### src/rtl/pipe_ctrl.sv
// Stall/flush sequencer for the five-stage core: prioritises stage stall requests and sequences exception/ERET redirects.
// Optional performance counters are enabled with `define PIPE_CTRL_PERF_EN.
module pipe_ctrl #(
  parameter logic [31:0] RESET_PC = 32'hBFC0_0000
) (
  input  logic        clk,
  input  logic        rst_n,
  input  logic        id_stallreq_i,
  input  logic        ex_stallreq_i,
  input  logic        mem_stallreq_i,
  input  logic        excp_req_i,
  input  logic [31:0] excp_vector_i,
  input  logic        if_ready_i,
  output logic        if_stall_o,
  output logic        id_stall_o,
  output logic        ex_stall_o,
  output logic        mem_stall_o,
  output logic        if_flush_o,
  output logic        id_flush_o,
  output logic        ex_flush_o,
  output logic        mem_flush_o,
  output logic        redirect_o,
  output logic [31:0] flush_pc_o,
  output logic        excp_ack_o
`ifdef PIPE_CTRL_PERF_EN
  ,
  output logic [31:0] stall_cnt_o,
  output logic [31:0] flush_cnt_o
`endif
);

  typedef enum logic {
    ST_RUN      = 1'b0,
    ST_REDIRECT = 1'b1
  } state_t;

  state_t      r_state;
  state_t      w_next_state;
  logic [31:0] r_flush_pc;
  logic [31:0] w_next_flush_pc;

  always_ff @(posedge clk or negedge rst_n) begin
    if (!rst_n) begin
      r_state    <= ST_RUN;
      r_flush_pc <= RESET_PC;
    end else begin
      r_state    <= w_next_state;
      r_flush_pc <= w_next_flush_pc;
    end
  end

  always_comb begin
    w_next_state    = r_state;
    w_next_flush_pc = r_flush_pc;
    if_stall_o      = 1'b0;
    id_stall_o      = 1'b0;
    ex_stall_o      = 1'b0;
    mem_stall_o     = 1'b0;
    if_flush_o      = 1'b0;
    id_flush_o      = 1'b0;
    ex_flush_o      = 1'b0;
    mem_flush_o     = 1'b0;
    redirect_o      = 1'b0;
    excp_ack_o      = 1'b0;
    flush_pc_o      = r_flush_pc;

    case (r_state)
      ST_RUN: begin
        // A busy mem stage cannot commit, so its stall outranks a pending exception.
        if (excp_req_i && !mem_stallreq_i) begin
          if_flush_o      = 1'b1;
          id_flush_o      = 1'b1;
          ex_flush_o      = 1'b1;
          mem_flush_o     = 1'b1;
          redirect_o      = 1'b1;
          excp_ack_o      = 1'b1;
          flush_pc_o      = excp_vector_i;
          w_next_flush_pc = excp_vector_i;
          w_next_state    = if_ready_i ? ST_RUN : ST_REDIRECT;
        end else if (mem_stallreq_i) begin
          if_stall_o  = 1'b1;
          id_stall_o  = 1'b1;
          ex_stall_o  = 1'b1;
          mem_flush_o = 1'b1;
        end else if (ex_stallreq_i) begin
          if_stall_o = 1'b1;
          id_stall_o = 1'b1;
          ex_flush_o = 1'b1;
        end else if (id_stallreq_i) begin
          if_stall_o = 1'b1;
          id_flush_o = 1'b1;
        end
      end
      ST_REDIRECT: begin
        redirect_o = 1'b1;
        if_flush_o = 1'b1;
        if (if_ready_i) begin
          w_next_state = ST_RUN;
        end
      end
      default: begin
        w_next_state = ST_RUN;
      end
    endcase

    // Outputs must be quiet during reset even if requesters are still driving.
    if (!rst_n) begin
      if_stall_o   = 1'b0;
      id_stall_o   = 1'b0;
      ex_stall_o   = 1'b0;
      mem_stall_o  = 1'b0;
      if_flush_o   = 1'b0;
      id_flush_o   = 1'b0;
      ex_flush_o   = 1'b0;
      mem_flush_o  = 1'b0;
      redirect_o   = 1'b0;
      excp_ack_o   = 1'b0;
      flush_pc_o   = RESET_PC;
      w_next_state    = ST_RUN;
      w_next_flush_pc = RESET_PC;
    end
  end

`ifdef PIPE_CTRL_PERF_EN
  logic [31:0] r_stall_cnt;
  logic [31:0] r_flush_cnt;

  always_ff @(posedge clk or negedge rst_n) begin
    if (!rst_n) begin
      r_stall_cnt <= '0;
      r_flush_cnt <= '0;
    end else begin
      if (if_stall_o) begin
        r_stall_cnt <= r_stall_cnt + 32'd1;
      end
      if (excp_ack_o) begin
        r_flush_cnt <= r_flush_cnt + 32'd1;
      end
    end
  end

  assign stall_cnt_o = r_stall_cnt;
  assign flush_cnt_o = r_flush_cnt;
`endif

endmodule

### config.mk
export PLATFORM = sky130hd
export DESIGN_NAME = pipe_ctrl
export DESIGN_NICKNAME = d
export VERILOG_FILES = /design/src/rtl/pipe_ctrl.sv
export SDC_FILE = /design/constraint.sdc
export NUM_CORES = 1
export LEC_CHECK = 0
export CORE_MARGIN = 2
export CORE_UTILIZATION = 62
export DETAILED_ROUTE_END_ITERATION = 10
export DONT_BUFFER_PORTS = 1
export PLACE_DENSITY = 0.84
export SKIP_LAST_GASP = 1
export SLEW_MARGIN = 20
export SYNTH_ARGS = -nofsm -noshare
export SYNTH_HDL_FRONTEND = slang
export SYNTH_SLANG_ARGS = --single-unit
### constraint.sdc
create_clock -name clk -period 1.6 [get_ports clk]
set_clock_uncertainty 0.2 [all_clocks]
set_input_delay 0.16 -clock clk [delete_from_list [all_inputs] [get_ports clk]]
set_output_delay 0.16 -clock clk [all_outputs]
set_load 0.02 [all_outputs]
==> results of run 1 <==
## metrics by stage
stage / instance area [sq um] / TNS, ns
after floorplan: 1780 / -3.68
after global placement: 1990 / -0.524
after detailed placement: 1990 / -0.814
after CTS: 2360 / -15.66
## timing repair
action | CTS
hold endpoints to repair | 66
hold buffers | 23
pin swaps | 6
gates resized for setup | 16
gates cloned | 0
endpoints found under the setup margin | 49
buffers inserted | 3
## cell families after synthesis
group | share of synthesized area
buf+inv | 0.0836
mux | 0.139
other cells | 0.00226
flops | 0.504
simple gates | 0.202
compound gates | 0.0693
==> results.ini, run 1 <==
[logic_synthesis]
synth_warnings=0
ys_seq_area_frac=0.504
synth_common_cells=nand2_1, dfrtp_1, mux2i_1
synth_edf_count=0
synthArstFlopShare=1.00
synth_top_area_frac=0.362
yosysTopAreaCell=dfrtp_1
yosysMostFrequentCell=nand2_1
ys_ff_latch=33
synth_fp_nets=202
synthCells=163
synth_area_sq_um=1660
yosysUniqueCellTypes=25
syn_avg_cell_area_sq_um=10.2
synth_ff_type=dfrtp_1
synth.area.top_cells=dfrtp_1, dfstp_2, mux2i_1

[floorplanning]
die_w_microns=55.8
dieHeight_microns=55.8
start_util=0.664
io_pins=81
num_rows=18

[place]
dpl.hpwl_mm=2.53
dp_slack_ns=-0.0956
finalWeightedCongestion=0.728
numPortBuffers=0
dp.cells=213

[timing]
grt_repair_worst_endpoint=flush_pc_o[14]
worst-ep-kind=output port

[status]
status=did not finish
haltStage=global routing
error=[ERROR DPL-0038] Utilization greater than 100%, impossible to legalize

[clock_network]
numCtsBuffers=5
cts.sinks=33
cts-root-buf=clkbuf_4
htree_levels=2
clock_path_buffers=2

[global_routing]
grt_start_max_net_pins=92

==> inputs of run 2 (changes only) <==
--- a/config.mk
+++ b/config.mk
@@ -6,10 +6,10 @@
 export NUM_CORES = 1
 export LEC_CHECK = 0
 export CORE_MARGIN = 2
-export CORE_UTILIZATION = 62
+export CORE_UTILIZATION = 40
 export DETAILED_ROUTE_END_ITERATION = 10
 export DONT_BUFFER_PORTS = 1
-export PLACE_DENSITY = 0.84
+export PLACE_DENSITY_LB_ADDON = 0.15
 export SKIP_LAST_GASP = 1
 export SLEW_MARGIN = 20
 export SYNTH_ARGS = -nofsm -noshare
==> run 2 against run 1 <==
Net effect: the flow now finishes, with violations (setup timing); synthesized cell count did not move; area after synthesis unchanged.
==> results.ini, run 2 <==
[critical_path]
critPathCaptureType=output port
arrival_ns=1.65
start_kind=register
reg2reg_slack_ns=-0.04
r2r-start=r_state$_DFF_PN0_
cpMaxStageDelayCell=dfrtp_2
path_cells=nor3b_4 -> buf_6 -> buf_16 -> mux2i_2 -> buf_4
worstSetupPathType=reg -> out
reg2reg_to=r_flush_pc[4]$_DFF_PN0_
max_stage_delay_ns=0.43
path_max_fanout=8
reg2regPathDepth=5
critPathRequiredTime_ns=1.24

[min_path]
min_path_type=in -> reg
min_from=rst_n
whs_path_depth=3
hold_end=r_flush_pc[5]$_DFF_PN0_

[logic_synthesis]
yosysMostFrequentCell=nand2_1
synthAdderAreaFrac=0
synth_ff_type=dfrtp_1
ys_seq_area_frac=0.504
synth_common_cells=nand2_1, dfrtp_1, mux2i_1
synth-simple-area-share=0.202
yosysTopAreaCell=dfrtp_1
syn_avg_cell_area_sq_um=10.2
synth_edf_count=0
synthXorXnorAreaFrac=0
yosysUniqueCellTypes=25
synth_area_sq_um=1660
synth_top_family_by_area=simple AND/OR/NAND/NOR gates
synth.area.top_cells=dfrtp_1, dfstp_2, mux2i_1
synthArstFlopShare=1.00
synth_warnings=0
synth_compound_gate_area_share=0.0693
synth_fp_nets=202
synthMuxAreaShare=0.139
synth_top_area_frac=0.362
synthCells=163
ys_ff_latch=33

[final_layout]
largest_reg_flops=32
reg.largest.list=r_flush_pc: 32 flops, r_state: 1 flops
nets=260
finalNonFillerCells=272
top_register=r_flush_pc
layout-area-overhead-vs-synth_pct=55.0
layout-drive-gt1-share=0.414
stdcell_area_sq_um=2570
final_cell_mix=nand2_1, buf_4, dfrtp_1
final_common_cell=nand2_1
n_antenna_cell=0
fillCellCount=298

[power_and_ir_drop]
p_per_area_nw_per_um2=795
p_leak_nw=1.19
ir_drop_v=0.000573
p_total_mw=2.05

[clock_network]
cts-root-buf=clkbuf_8
cts_tree=done
clock_path_buffers=2
numCtsBuffers=5
htree_levels=2
clk_latency_ns=0.27
hold_buffers=24
cts.sinks=33
clk_pin_slew_ns=0.07

[timing]
worst_pin_slew_ns=0.576
final-max-slew-violation-count=0
fmax_mhz=498
setup-violations-final=59
period_share=1.26
min_period_ns=2.01
fin_ws_ns=-0.410
grt_setup_unrepaired=yes
fin_tns_setup_ns=-12.75
finalHoldViolCount=0
relSlewSlack=0.614

[place]
numPortBuffers=0
dpl.hpwl_mm=2.65
finalWeightedCongestion=0.640
dp.cells=231
postPlaceCellArea_sq_um=2000

[status]
violations=setup timing
status=finished, violations left

[routing]
avgViaCountPerCell=5.23
drt_wl_total_mm=4.60
first_pass_iters=4
post_drt_wl_per_cell_microns=16.9
drtIter0Drc=53
ant_nets=0
vias=1423
drcViolationCount=0

[job]
maxCapViolCount=0

[global_routing]
grt_start_max_net_pins=35
grt_overflow=0
grt.total_usage=0.209
antenna_found_initial=0
first_global_vias=1493
grt_pass1_wl_mm=6.90

[floorplanning]
dieArea_sq_um=4680
num_rows=23
dieHeight_microns=68.4
die_w_microns=68.4
io_pins=81
start_util=0.415
core_sq_um=4000

## run 2: cell counts after synthesis
Identical to the previous run, type by type.
## run 2: how the worst max path moves through the flow
| stage | start | to | slack [ns] | cells past startpoint |
|---|---|---|---|---|
| finish | r_state$_DFF_PN0_ | flush_pc_o[4] | -0.41 | 5 |
| global route | r_state$_DFF_PN0_ | flush_pc_o[21] | -0.47 | 5 |
| CTS | r_state$_DFF_PN0_ | flush_pc_o[18] | -0.41 | 5 |
| detailed placement | r_state$_DFF_PN0_ | flush_pc_o[31] | -0.11 | 4 |
| global placement | r_state$_DFF_PN0_ | flush_pc_o[5] | -0.09 | 4 |
| floorplan | r_state$_DFF_PN0_ | flush_pc_o[10] | -0.11 | 3 |
## run 2: kinds of logic (layout without fill, tap and decap cells)
group / after synthesis / count (layout)
other cells: 1 / 1
flops: 33 / 33
mux: 23 / 23
compound gates: 16 / 16
simple gates: 64 / 64
buf+inv: 26 / 85
## run 2: layer usage
metal,global-route usage,part of all wire
met5,0,0
met4,0.0775,0.0048
met3,0.0707,0.066
met2,0.363,0.54
met1,0.235,0.39
## run 2: report_power, final
group          internal [mW]  total [mW]  switching [mW]
clock network          0.388       0.670           0.281
registers              0.890       0.903          0.0131
logic                  0.227       0.473           0.246
## run 2: metrics by stage
step	hold WS [ns]	setup WS (ns)	util
final	0.00959	-0.410	0.643
after global routing	-0.00435	-0.469	0.643
after CTS	0.000284	-0.407	0.636
after detailed placement	-0.334	-0.110	0.500
after global placement	-0.334	-0.0861	0.500
after floorplan	-0.336	-0.107	-
## run 2: area by class of cell
type / instances / area, sq um / area share
inverters: 12 / 45.0 / 0.0175
repair buffers: 65 / 674 / 0.262
well taps: 50 / 62.6 / 0.0243
clock inverters: 1 / 5.00 / 0.00194
clock buffers: 7 / 96.3 / 0.0374
multi-input cells: 104 / 852 / 0.331
flip-flops and latches: 33 / 838 / 0.326
## run 2: timing repair
action | CTS | global route
hold endpoints to repair | 61 | 1
setup buffers | 5 | 3
resized for setup | 16 | 9
gates cloned | 3 | 0
setup endpoints to repair | 65 | 73
pin swaps | 3 | 6
## run 2: worst max-delay path, delay by kind of cell, from the launching register on
| kind | cells | cell delay, ns |
|---|---|---|
| buffers and inverters | 3 | 0.48 |
| flip-flops | 1 | 0.43 |
| AND/OR/NAND/NOR | 1 | 0.23 |
| multiplexers | 1 | 0.22 |
(Power assumes the default switching activity.)
==> inputs of run 3 (changes only) <==
==> constraint.sdc (replaced) <==
create_clock -name clk -period 2.45 [get_ports clk]
set_clock_uncertainty 0.2 [all_clocks]
set_input_delay 0.245 -clock clk [delete_from_list [all_inputs] [get_ports clk]]
set_output_delay 0.245 -clock clk [all_outputs]
set_load 0.02 [all_outputs]
==> run 3 against run 2 <==
Net effect: the run now ends clean; flip-flop and latch count did not move; critical path depth decreased by 2; via count is 16% lower; worst hold slack gained 0.020 ns; combinational power is 61% lower; non-clock buffer count decreased by 42; global-route usage down 4.9 points; clock power decreased by 24%; cell count fell by 15%; critical path type unchanged.
==> results.ini, run 3 (synthesis results as in run 2) <==
[status]
status=finished clean

[min_path]
min_path_type=in -> reg
whs_path_depth=2
hold_end=r_state$_DFF_PN0_
min_from=mem_stallreq_i

[critical_path]
critPathCaptureType=output port
r2r-start=r_state$_DFF_PN0_
critPathBufInv=1
arrival_ns=1.95
path_max_fanout=13
worstSetupPathType=reg -> out
critPathRequiredTime_ns=2.01
path_cells=nor3b_4 -> buf_4 -> mux2i_1
cpMaxStageDelayCell=mux2i_1
start_kind=register
critical_path.top_delay_family=multiplexers
reg2reg_to=r_flush_pc[30]$_DFF_PN0_
max_stage_delay_ns=0.54
crit_path_start=r_state$_DFF_PN0_
reg2reg_slack_ns=0.41
reg2regPathDepth=3

[floorplanning]
die_w_microns=68.4
io_pins=81
dieHeight_microns=68.4
start_util=0.415
dieArea_sq_um=4680
num_rows=23
core_sq_um=4000

[clock_network]
clk_latency_ns=0.28
cts.sinks=33
numCtsBuffers=5
cts-root-buf=clkbuf_8
clk_pin_slew_ns=0.07
clock_path_buffers=2
cts_tree=done
htree_levels=2
cts_setup_buffers=0

[timing]
final-max-slew-violation-count=0
finalHoldViolCount=0
relSlewSlack=0.581
period_share=0.976
grt_setup_unrepaired=yes
setup-violations-final=0
holdWs_ns=0.0292
fmax_mhz=418
worst_pin_slew_ns=0.623
min_period_ns=2.39

[final_layout]
stdcell_area_sq_um=1950
nets=218
reg.largest.list=r_flush_pc: 32 flops, r_state: 1 flops
layout-drive-gt1-share=0.217
seq_area_sq_um=837
fin_util=0.487
top_register=r_flush_pc
multi_input_area_sq_um=684
largest_reg_flops=32
n_antenna_cell=0
fillCellCount=375
layout-area-overhead-vs-synth_pct=17.3
final_cell_mix=nand2_1, dfrtp_1, mux2i_1
final_common_cell=nand2_1
finalNonFillerCells=230

[power_and_ir_drop]
ir_drop_v=0.000346
p_leak_nw=0.931
p_total_mw=1.29
p_per_area_nw_per_um2=661

[routing]
vias=1192
ant_nets=0
first_pass_iters=4
drcViolationCount=0
drtIter0Drc=47
avgViaCountPerCell=5.18
post_drt_wl_per_cell_microns=15.8
drt_wl_total_mm=3.63

[global_routing]
grt_start_max_net_pins=59
grt_overflow=0
grt_pass1_wl_mm=5.40
first_global_vias=1207
antenna_found_initial=0
grt.total_usage=0.160

[place]
dpl.hpwl_mm=2.41
postPlaceCellArea_sq_um=1790
dp.cells=219
finalWeightedCongestion=0.703
numPortBuffers=0

[job]
maxCapViolCount=0

## run 3: changes by cell type in the layout (fill, tap and decap cells not counted), moves of 2 or more
cell           delta
a21oi_1           +3
a21oi_2           -2
buf_16            -3
buf_4             -9
buf_6             -9
clkbuf_8          -2
dlygate4sd3_1    -20
mux2i_1          +21
mux2i_2          -18
mux2i_4           -3
nor3_1            +2
## run 3: stage by stage
stage / TNS (ns) / setup slack, ns
2_1_floorplan: 0 / 0.583
4_1_cts: 0 / 0.0314
3_3_place_gp: 0 / 0.415
3_5_place_dp: 0 / 0.352
5_1_grt: -0.392 / -0.0736
6_report: 0 / 0.0594
## run 3: worst register-to-register path, cell delays in order (launching register included)
cell,delay (ns)
dfrtp_1,0.51
nor3b_4,0.38
buf_4,0.24
mux2i_1,0.54
## run 3: power by group
group | internal [mW] | switching (mW) | leakage, nW
Sequential | 0.581 | 0.00918 | 0.421
Combinational | 0.0682 | 0.118 | 0.456
Clock | 0.304 | 0.206 | 0.0543
Total | 0.953 | 0.333 | 0.931
## run 3: layer usage
metal | GRT usage | wire (microns)
met1 | 0.182 | 1350
met2 | 0.268 | 1940
met3 | 0.0641 | 313
met4 | 0.0600 | 28
met5 | 0 | 0
## run 3: area by class of cell
type | instances | area share
Clock buffer | 5 | 0.0353
Tap cell | 50 | 0.0321
Timing Repair Buffer | 23 | 0.104
Clock inverter | 3 | 0.0238
Multi-Input combinational cell | 104 | 0.352
Inverter | 12 | 0.0231
Sequential cell | 33 | 0.430
## run 3: worst max-delay path by stage
stage | endpoint | slack, ns | cells after the start
after floorplan | flush_pc_o[10] | 0.58 | 3
after global placement | flush_pc_o[21] | 0.41 | 3
after detailed placement | flush_pc_o[30] | 0.35 | 3
after CTS | flush_pc_o[30] | 0.03 | 3
after global routing | flush_pc_o[17] | -0.07 | 3
final | flush_pc_o[30] | 0.06 | 3
## run 3: repair_timing
| item | CTS | global route |
|---|---|---|
| setup endpoints to repair | 0 | 6 |
| gates resized for setup | 0 | 0 |
| hold buffers | 3 | 0 |
| endpoints found under the hold margin | 34 | 0 |
